===== config.mk =====
export PLATFORM = sky130hd
export DESIGN_NAME = div_seq_32x32
export DESIGN_NICKNAME = d
export VERILOG_FILES = /design/src/rtl/div_seq_32x32.sv
export SDC_FILE = /design/constraint.sdc
export NUM_CORES = 1
export LEC_CHECK = 0
export CELL_PAD_IN_SITES_DETAIL_PLACEMENT = 1
export CELL_PAD_IN_SITES_GLOBAL_PLACEMENT = 1
export CORE_MARGIN = 2
export CORE_UTILIZATION = 43
export CTS_CLUSTER_SIZE = 30
export DETAILED_ROUTE_END_ITERATION = 6
export PLACE_DENSITY_LB_ADDON = 0.1
export RECOVER_POWER = 100
export REMOVE_ABC_BUFFERS = 1
export SLEW_MARGIN = 5
export SYNTH_ARGS = -nofsm -noshare
export SYNTH_HDL_FRONTEND = slang
export SYNTH_SLANG_ARGS = --single-unit

===== constraint.sdc =====
create_clock -name clk -period 5.77 [get_ports clk]
set_input_delay 1.154 -clock clk [delete_from_list [all_inputs] [get_ports clk]]
set_output_delay 1.154 -clock clk [all_outputs]
set_load 0.005 [all_outputs]

===== src/rtl/div_seq_32x32.sv =====
// div_seq_32x32: sequential restoring shift-subtract unsigned divider.
// One quotient bit is produced per SHIFT/SUB cycle pair; start/done handshake
// matches the companion shift-add multiplier so both can share a controller.
// Optional feature macro: DIV_ZERO_DETECT_EN. When it is defined, a zero divisor
// short-circuits to DONE with dz=1. When it is undefined, a zero divisor runs
// the full iteration and dz is tied low.
module div_seq_32x32 #(
    parameter int N = 32
) (
    input  logic         clk,
    input  logic         rst_n,
    input  logic         st,
    input  logic [N-1:0] dividend,
    input  logic [N-1:0] divisor,
    output logic         done,
    output logic [N-1:0] quotient,
    output logic [N-1:0] remainder,
    output logic         dz
);

    localparam int CW = $clog2(N) + 1;
    localparam logic [CW-1:0] LAST = CW'(N - 1);

    typedef enum logic [1:0] {
        IDLE  = 2'd0,
        SHIFT = 2'd1,
        SUB   = 2'd2,
        DONE  = 2'd3
    } state_t;

    state_t state;
    state_t state_next;

    // acc = {R[N:0], Q[N-1:0]}; R is one bit wider so the shift never overflows
    logic [2*N:0]  acc;
    logic [N-1:0]  dvs;
    logic [CW-1:0] cnt;
    logic [N:0]    diff;
    logic          r_ge;
    logic          zero_div;

`ifdef DIV_ZERO_DETECT_EN
    logic dz_flag;
    assign zero_div = (divisor == '0);
`else
    assign zero_div = 1'b0;
`endif

    // Trial subtraction of the latched divisor from the partial remainder
    always_comb begin
        diff = acc[2*N:N] - {1'b0, dvs};
        r_ge = (acc[2*N:N] >= {1'b0, dvs});
    end

    // State register
    always_ff @(posedge clk or negedge rst_n) begin
        if (!rst_n) state <= IDLE;
        else        state <= state_next;
    end

    // Next-state logic; st is only looked at in IDLE
    always_comb begin
        state_next = state;
        unique case (state)
            IDLE:    if (st) state_next = zero_div ? DONE : SHIFT;
            SHIFT:   state_next = SUB;
            SUB:     state_next = (cnt == LAST) ? DONE : SHIFT;
            DONE:    state_next = IDLE;
            default: state_next = IDLE;
        endcase
    end

    // Datapath: operand capture, shift, conditional subtract, iteration count
    always_ff @(posedge clk or negedge rst_n) begin
        if (!rst_n) begin
            acc <= '0;
            dvs <= '0;
            cnt <= '0;
        end else begin
            unique case (state)
                IDLE: begin
                    if (st) begin
                        if (zero_div) acc <= {1'b0, dividend, {N{1'b1}}};
                        else          acc <= {{(N+1){1'b0}}, dividend};
                        dvs <= divisor;
                        cnt <= '0;
                    end
                end
                SHIFT: acc <= acc << 1;
                SUB: begin
                    if (r_ge) begin
                        acc[2*N:N] <= diff;
                        acc[0]     <= 1'b1;
                    end
                    if (cnt != LAST) cnt <= cnt + 1'b1;
                end
                default: ;
            endcase
        end
    end

`ifdef DIV_ZERO_DETECT_EN
    // Remember whether the accepted operation was a divide-by-zero
    always_ff @(posedge clk or negedge rst_n) begin
        if (!rst_n)                  dz_flag <= 1'b0;
        else if (state == IDLE && st) dz_flag <= zero_div;
    end

    assign dz = dz_flag & done;
`else
    assign dz = 1'b0;
`endif

    assign done      = (state == DONE);
    assign quotient  = acc[N-1:0];
    assign remainder = acc[2*N-1:N];

endmodule


==> run summary, run 1 <==
• WL final: 19500 µm
• required arrival time at the worst endpoint: 5.93 ns
• endpoint class of the critical path: flop
• reported max-cap violation count: 3
• # rows: 47
• average size of a mapped cell: 9.02 µm²
• Period minus WS final: 4.22 ns
• Final setup viols: 0
• share of layout cells above drive strength 1: 7.60%
• worst-path maximum fanout: 27
• Total Routing Usage GR: 22.6%
• main area contributors after synthesis: dfrtp_1 37%, buf_4 7.0%, ha_1 6.5%
• Hold Fails Final Rpt: 0
• worst clock skew: 0.0124 ns
• cell area after technology mapping: 0.00715 mm²
• total gr overflow: 0
• FF+latch area: 0.00263 mm²
• worst hold stages: 1
• count of distinct cell types in the synthesized netlist: 63
• Worst Max-Slew Pin Slew: 3.22 ns
• largest net degree at the start of global routing: 63
• root buffer cell: clkbuf_16
• Sequential Power Share: 50.6%
• Net Switching: 0.325 mW
• cell taking the most area after synthesis: dfrtp_1
• share of flip-flops with an asynchronous set or reset: 100%
• CTS sink count: 105
• post-synthesis cell count: 792
• final cycle utilization of the critical path: 73.1%
• commonest cells after routing, fill and taps aside: 105 x dfrtp_1, 100 x nand2_1, 66 x dlygate4sd3_1
• cells traversed along the worst timing path: dlygate4sd3_1, nand2b_1, nor2b_1, nand3_1, o31ai_4, clkbuf_1, a41oi_1
• port bufs: 131
• class of the most critical setup path: in -> reg
• number of nets with antenna violations after detailed routing: 0
• final weighted congestion in routability-driven placement: 0.882
• quantity of gates resized following cts: 0
• 1st-iter DRT viols: 300
• Syn. warnings: 0
• sum of net half-perimeters after detailed placement: 14300 µm
• delay-heaviest family, CP: buffers and inverters
• number of placed I/O pins: 133
• number of cells traversed by the worst register-to-register path: 9
• number of vias after detailed routing: 5909
• path type of the worst min-delay path: reg -> reg
• portion of total power attributed to combinational logic: 4.1%
• CTS tree: built
• maximum clock path buffer count: 2
• fill cell count: 1838
• Clock power frac: 45.3%
• Floorplan Core Area: 0.0164 mm²
• post-route DRC violation count: 0
• Die Width: 133 µm
• Achievable Freq: 237 MHz
• sequential fraction of the synthesis area: 36.8%
• violations in the final reports: capacitance limit, slew limit
• first-pass iteration count of the detailed router: 4
• final standard cell utilization of the core: 51.3%
• area of combinational cells with multiple inputs: 0.00369 mm²
• commonest non-fill, non-tap cell in the layout: dfrtp_1
• CTS Buf Count: 9
• synthesized flop and latch total: 105
• power consumption: 1.45 mW
• fraction of synthesized cell area taken by the top area cell type: 36.8%
• Total Die Area: 0.0177 mm²
• status: complete, but fails checks
• data arrival time of the critical path: 4.38 ns
• number of antenna violations at the first check in global routing: 0
• via count of the first global-routing pass: 6277
• Post-synth EDFFs: 0
• Initial Util: 43.6%
• Worst setup SP type: input port
• global-route wire length before repair: 32200 µm
• Total Negative Setup Slacks: 0 ns
• switching fraction of total power: 22.3%
• fin. max-slew vios: 154
• growth of design area from synthesis to finish: 17.7%
• largest vdd supply drop: 0.146 mV
• Internal Pwr Total: 1.13 mW
• worst max-slew margin expressed relative to the limit: -115%
• peak per-stage delay on the critical path: 0.90 ns
• Max stage delay cell, worst path: clkbuf_1
• most frequently used flop master after synthesis: dfrtp_1
• Static Leak: 3.82 nW
• insertion delay of the later-clocked pin in the worst-skew pair: 0.37 ns
• count of H-tree levels built during CTS: 3
• Antenna Diode Count: 0
• Die Y-Extent: 133 µm
• Stages on worst setup path: 7
• PwrDens: 173 mW/mm²
• post-detailed-route via-to-cell ratio: 5.56
• Worst-path clk slew: 0.07 ns
• net total in the final layout: 942
• post-CTS setup buffer count: 0
• RSZ-0062 raised after global routing: false
• CP Buf/Inv Count: 2
• average detailed-routed wire length per instance: 18.4 µm
• hold buffer count at cts: 0
through the flow:
step	area (µm²)	hold WS, ns	setup slack, ns	instances
2_1_floorplan	6480	0.480	1.80	689
3_3_place_gp	8120	0.490	2.00	1046
3_5_place_dp	8120	0.495	1.84	1046
4_1_cts	8430	0.512	2.22	1062
5_1_grt	8410	0.522	1.32	1062
6_report	8410	0.506	1.55	1062
routing by layer:
metal	global-route usage [%]	vias to the layer above	part of all wire, %
met4	5.91	0	1.2
met2	39.7	131	50
met1	27.3	2936	43
li1	-	2822	-
met5	0	-	0
met3	6.05	20	5.8
area by class of cell:
type,instances,share of cell area [%]
Clock buffer,10,2.84
Clock inverter,6,0.833
Inverter,47,2.10
Multi-Input combinational cell,537,43.8
Sequential cell,105,31.2
Tap cell,220,3.27
Timing Repair Buffer,137,15.9
cell usage after synthesis (7+ instances only):
library cell  count
clkbuf_1         23
nor3_1            9
a21o_1           14
ha_1             37
buf_4            67
xnor2_1           7
nor2_1           29
inv_1            46
xor2_1           10
o31ai_1          14
nand2b_1         10
o21ai_0          56
a22oi_1          14
a21oi_1          41
nand2_1         100
mux2_2           33
nand4_1           9
mux2i_1          36
a31oi_1          11
dfrtp_1         105
nand3_1          19
nor2b_1           7
worst reg2reg max path, cell delays in order, from the launching register on:
cell and delay, ns:
dfrtp_1 0.44, ha_1 0.40, and4_1 0.26, and3_1 0.22, a2bb2oi_2 0.20, o21ai_2 0.09
and4_1 0.27, o31ai_4 0.80, clkbuf_1 0.90, a41oi_1 0.26
kinds of logic (layout without fill, tap and decap cells):
group | after synthesis | count (layout) | share of synthesized area (%)
adder cells (fa/ha/maj) | 38 | 38 | 6.76
multiplexers | 69 | 69 | 10.2
AO/OA/AOI/OAI | 204 | 204 | 18.8
XOR/XNOR | 17 | 17 | 2.08
AND/OR/NAND/NOR | 208 | 208 | 13.5
buffers and inverters | 150 | 200 | 11.8
other | 1 | 1 | 0.0525
flip-flops | 105 | 105 | 36.8
worst paths after layout:
check	start	to	slack, ns
setup / recovery	st	acc[53]	1.55
hold / removal	dvs[12]	dvs[12]	0.51
setup reg to reg	acc[38]	acc[53]	1.75
hold reg to reg	dvs[12]	dvs[12]	0.51
max in group asynchronous	rst_n	acc[31]	1.96
min in group asynchronous	rst_n	acc[48]	1.86
flip-flops by register name, summed over array words and instances, names as in the netlist:
| signal | count |
|---|---|
| state | 2 |
| acc | 65 |
| dvs | 32 |
| cnt | 6 |
power by group through the flow:
stage / sequential [mW] / clock [mW] / combinational, mW
after global routing: 0.735 / 0.695 / 0.0661
after floorplan: 0.750 / 0 / 0.00111
after CTS: 0.735 / 0.678 / 0.0626
after global placement: 0.750 / 0 / 0.0608
final: 0.735 / 0.659 / 0.0601
after detailed placement: 0.750 / 0 / 0.0624
(Power assumes the default switching activity.)
==> run 2, diff against run 1 <==
Settings changed: CORE_UTILIZATION 43 to 40.
Clock period 5.77 ns to 3.95 ns, I/O delays scaled along.
==> run 2 against run 1 <==
Effect of this change:
- the run still ends with capacitance limit, slew limit left
- global-route usage shrank 0.44 points
- first-iteration DRC count is 25% lower
- total power grew 41%
- flip-flop and latch count unchanged
- wire length up 1.6%
- critical path depth grew 2
- clock skew decreased by 0.0016 ns
- clock-buffer cell count fell by 1
- via count down 1.1%
- sequential share of layout area about the same
- design area decreased by 0.15%
- worst setup slack worse by 0.86 ns
- largest cell class unchanged
- largest power group unchanged
==> run summary, run 2 (synthesized netlist as in run 1, its figures left out) <==
• status: complete, but fails checks
• violations in the final reports: capacitance limit, slew limit
• final hold slack: 0.504 ns
• post-CTS setup buffer count: 0
• Final setup viols: 0
• required arrival time at the worst endpoint: 4.26 ns
• global-route wire length before repair: 32700 µm
• reported max-cap violation count: 2
• endpoint of the worst register-to-register path: acc[58]
• worst hold stages: 2
• CTS sink count: 105
• fill cell count: 2014
• number of vias after detailed routing: 5844
• total gr overflow: 0
• post-route DRC violation count: 0
• worst-path maximum fanout: 5
• count of H-tree levels built during CTS: 3
• number of nets with antenna violations after detailed routing: 0
• number of placed I/O pins: 133
• final cycle utilization of the critical path: 82.6%
• number of flip-flops in the largest register: 65
• Total Negative Setup Slacks: 0 ns
• Die Width: 138 µm
• commonest non-fill, non-tap cell in the layout: dfrtp_1
• Die Y-Extent: 138 µm
• Achievable Freq: 306 MHz
• Period minus WS final: 3.26 ns
• startpoint of the worst register-to-register path: acc[36]
• dpl ws: 0.960 ns
• sink of the worst hold path: acc[30]
• final weighted congestion in routability-driven placement: 0.839
• average detailed-routed wire length per instance: 18.5 µm
• Reg with most FFs: acc
• root buffer cell: clkbuf_16
• Worst-path clk slew: 0.08 ns
• Initial Util: 41.2%
• largest net degree at the start of global routing: 106
• Worst setup SP type: flop
• insertion delay of the later-clocked pin in the worst-skew pair: 0.37 ns
• RSZ-0062 raised after global routing: false
• WL final: 19800 µm
• start point of the worst hold path: acc[30]
• Static Leak: 3.83 nW
• PwrDens: 245 mW/mm²
• number of antenna violations at the first check in global routing: 0
• largest vdd supply drop: 0.190 mV
• CTS Buf Count: 9
• Total Routing Usage GR: 22.1%
• setup ws final: 0.687 ns
• via count of the first global-routing pass: 6334
• Antenna Diode Count: 0
• growth of design area from synthesis to finish: 17.6%
• fin. max-slew vios: 154
• Total Die Area: 0.0190 mm²
• port bufs: 131
• commonest cells after routing, fill and taps aside: 105 x dfrtp_1, 100 x nand2_1, 66 x dlygate4sd3_1
• data arrival time of the critical path: 3.57 ns
• final standard cell utilization of the core: 48.4%
• quantity of gates resized following cts: 0
• Worst Max-Slew Pin Slew: 2.71 ns
• sum of net half-perimeters after detailed placement: 14900 µm
• class of the most critical setup path: reg -> reg
• Floorplan Core Area: 0.0174 mm²
• Register-to-Register Setup Slack: 0.69 ns
• hold buffer count at cts: 0
• share of layout cells above drive strength 1: 7.94%
• endpoint class of the critical path: flop
• 1st-iter DRT viols: 226
• # rows: 48
• CTS tree: built
• path type of the worst min-delay path: reg -> reg
• post-detailed-route via-to-cell ratio: 5.47
• worst clock skew: 0.0108 ns
• net total in the final layout: 944
• Hold Fails Final Rpt: 0
• number of cells traversed by the worst register-to-register path: 9
• first-pass iteration count of the detailed router: 6
• biggest registers after layout: acc x65, dvs x32, cnt x6
• maximum clock path buffer count: 2
• worst max-slew margin expressed relative to the limit: -80.4%
-- run 2: layer usage --
| layer | track usage, % | routed length [µm] | vias up |
|---|---|---|---|
| met5 | 0 | 0 | - |
| met4 | 5.96 | 284 | 0 |
| met3 | 6.29 | 1380 | 16 |
| met2 | 37.9 | 9770 | 134 |
| li1 | - | - | 2820 |
| met1 | 27.3 | 8380 | 2874 |
-- run 2: worst max path at each step --
stage | from | endpoint | cells past startpoint
after floorplan | state[1] | acc[10] | 5
after global placement | acc[36] | acc[58] | 9
after detailed placement | acc[36] | acc[58] | 9
after CTS | acc[36] | acc[58] | 9
after global routing | state[1] | acc[10] | 6
final | acc[36] | acc[58] | 9
-- run 2: critical path, stage by stage (launching register included) --
cell and delay, ns:
dfrtp_1 0.42, ha_1 0.41, a21oi_1 0.33, nor2b_1 0.12, o311ai_0 0.58, a21oi_1 0.28, a21o_1 0.26, a221oi_1 0.30
mux2i_1 0.29, o221a_2 0.22
-- run 2: power breakdown --
part	switching, mW	leakage [nW]	total, mW	internal (mW)
registers	0	1.30	1.07	1.07
logic	0.0304	2.38	0.0877	0.0573
clock network	0.453	0.144	0.894	0.441
total	0.484	3.83	2.06	1.57
-- run 2: area by class of cell --
| class | instances | area [µm²] | area share [%] |
|---|---|---|---|
| Sequential cell | 105 | 2630 | 31.3 |
| Clock inverter | 7 | 58.8 | 0.700 |
| Multi-Input combinational cell | 537 | 3670 | 43.7 |
| Tap cell | 225 | 282 | 3.35 |
| Inverter | 47 | 176 | 2.10 |
| Clock buffer | 9 | 225 | 2.68 |
| Timing Repair Buffer | 139 | 1360 | 16.2 |
-- run 2: through the flow --
step / instance area (µm²) / power (mW) / instances
floorplan: 6480 / 1.10 / 689
global placement: 8170 / 1.19 / 1053
detailed placement: 8170 / 1.19 / 1053
CTS: 8450 / 2.09 / 1069
global route: 8400 / 2.15 / 1069
finish: 8400 / 2.06 / 1069
==> run 3, diff against run 2 <==
Settings changed: CORE_UTILIZATION 40 to 36.
Clock period 3.95 ns to 2.6 ns, I/O delays scaled along.
==> run 3 against run 2 <==
Effect of this change:
- the flow finishes with violations (capacitance limit, slew limit, setup timing)
- non-clock buffer count is 115 higher
- critical path depth is 2 higher
- hold slack better by 0.0085 ns
- sequential share of layout area is 4.9 points lower
- flip-flop and latch count stayed put
- combinational power is 55% higher
- clock skew is 0.0018 ns lower
- highest routed layer unchanged
- first-iteration DRC count is 31% higher
- total power is 56% higher
- sequential power is 52% higher
- wire length is 16% higher
==> run summary, run 3 (synthesized netlist as in run 1, its figures left out) <==
• peak per-stage delay on the critical path: 0.42 ns
• Period minus WS final: 2.62 ns
• first-pass iteration count of the detailed router: 4
• hold buffer count at cts: 0
• PwrDens: 321 mW/mm²
• Reg with most FFs: acc
• share of layout cells above drive strength 1: 27.7%
• number of placed I/O pins: 133
• required arrival time at the worst endpoint: 2.85 ns
• CTS tree: built
• worst clock skew: 0.00899 ns
• number of nets with antenna violations after detailed routing: 0
• data arrival time of the critical path: 2.87 ns
• Hold Fails Final Rpt: 0
• number of antenna violations at the first check in global routing: 0
• net total in the final layout: 1059
• setup ws final: -0.0160 ns
• CTS Buf Count: 9
• RSZ-0062 raised after global routing: true
• final cycle utilization of the critical path: 101%
• dpl ws: -0.336 ns
• growth of design area from synthesis to finish: 39.5%
• status: complete, but fails checks
• biggest registers after layout: acc x65, dvs x32, cnt x6
• Achievable Freq: 382 MHz
• port bufs: 131
• Die Y-Extent: 145 µm
• commonest non-fill, non-tap cell in the layout: dfrtp_1
• CP Buf/Inv Count: 2
• root buffer cell: clkbuf_16
• final standard cell utilization of the core: 51.2%
• 1st-iter DRT viols: 296
• delay-heaviest family, CP: compound AO/OA/AOI/OAI gates
• maximum clock path buffer count: 2
• Static Leak: 4.49 nW
• Worst setup SP type: flop
• via count of the first global-routing pass: 7098
• violations in the final reports: capacitance limit, slew limit, setup timing
• Initial Util: 36.7%
• total gr overflow: 0
• average detailed-routed wire length per instance: 18.9 µm
• post-detailed-route via-to-cell ratio: 5.27
• WL final: 23100 µm
• number of vias after detailed routing: 6445
• Total Negative Setup Slacks: -0.0205 ns
• Worst-path clk slew: 0.08 ns
• Final setup viols: 2
• worst max-slew margin expressed relative to the limit: -1.54%
• Max stage delay cell, worst path: dfrtp_1
• global-route wire length before repair: 36500 µm
• insertion delay of the later-clocked pin in the worst-skew pair: 0.37 ns
• fill cell count: 2192
• post-route DRC violation count: 0
• power consumption: 3.20 mW
• Total Die Area: 0.0210 mm²
• cells traversed along the worst timing path: ha_4, and4_1, and3_4, a2bb2oi_4, o21ai_2, and4_4, o31ai_4, buf_6, clkbuf_16, nand2_1, o221a_2
• sum of net half-perimeters after detailed placement: 16200 µm
• Die Width: 145 µm
• final weighted congestion in routability-driven placement: 0.848
• largest vdd supply drop: 0.276 mV
• CTS sink count: 105
• worst-path maximum fanout: 5
• number of flip-flops in the largest register: 65
• fin. max-slew vios: 106
• path type of the worst min-delay path: reg -> reg
• # rows: 51
• Total Routing Usage GR: 21.3%
• largest net degree at the start of global routing: 106
• commonest cells after routing, fill and taps aside: 103 x dfrtp_1, 98 x buf_4, 93 x nand2_1
• Floorplan Core Area: 0.0195 mm²
• count of H-tree levels built during CTS: 3
• Antenna Diode Count: 0
• reported max-cap violation count: 1
• Worst Max-Slew Pin Slew: 1.52 ns
• endpoint class of the critical path: flop
• Register-to-Register Setup Slack: -0.02 ns
• class of the most critical setup path: reg -> reg
==> run 3: final cells by class <==
class	count	area [µm²]	area share, %
repair buffers	254	2310	23.2
clock buffers	9	225	2.26
multi-input cells	537	4210	42.2
clock inverters	7	83.8	0.841
inverters	47	176	1.77
well taps	265	332	3.33
flip-flops and latches	105	2630	26.4
==> run 3: power breakdown <==
part	switching, mW	total [mW]	internal (mW)
registers	0	1.63	1.63
clock network	0.746	1.43	0.689
logic	0.0474	0.136	0.0888
==> run 3: metrics by stage <==
stage | area, µm² | std cells | hold WS [ns]
2_1_floorplan | 6480 | 689 | 0.224
3_3_place_gp | 8980 | 1189 | 0.489
3_5_place_dp | 8980 | 1189 | 0.495
4_1_cts | 9390 | 1206 | 0.269
5_1_grt | 9970 | 1224 | 0.533
6_report | 9970 | 1224 | 0.513
==> run 3: worst register-to-register path: stages (launching register included) <==
cell and delay [ns]:
dfrtp_1 0.42, ha_4 0.30, and4_1 0.21, and3_4 0.22
a2bb2oi_4 0.17, o21ai_2 0.09, and4_4 0.22, o31ai_4 0.28
buf_6 0.16, clkbuf_16 0.14, nand2_1 0.07, o221a_2 0.25
==> run 3: final timing paths <==
path | end | cells after the start | startpoint
hold reg to reg | dvs[10] | 1 | dvs[10]
setup / recovery | acc[58] | 11 | acc[39]
max in group asynchronous | acc[33] | 2 | rst_n
setup reg to reg | acc[58] | 11 | acc[39]
hold / removal | dvs[10] | 1 | dvs[10]
min in group asynchronous | dvs[13] | 2 | rst_n
==> run 3: repair_timing <==
item,CTS,global route
gates cloned,0,2
resized for setup,19,108
setup endpoints to repair,18,34
pin swaps,4,32
setup buffers,1,18
==> run 3: layer usage <==
metal	wire length (µm)	up-vias	track usage (%)
met2	11600	134	37.9
met5	0	-	0
li1	-	3052	-
met1	9660	3226	24.5
met3	1280	33	6.04
met4	489	0	7.23
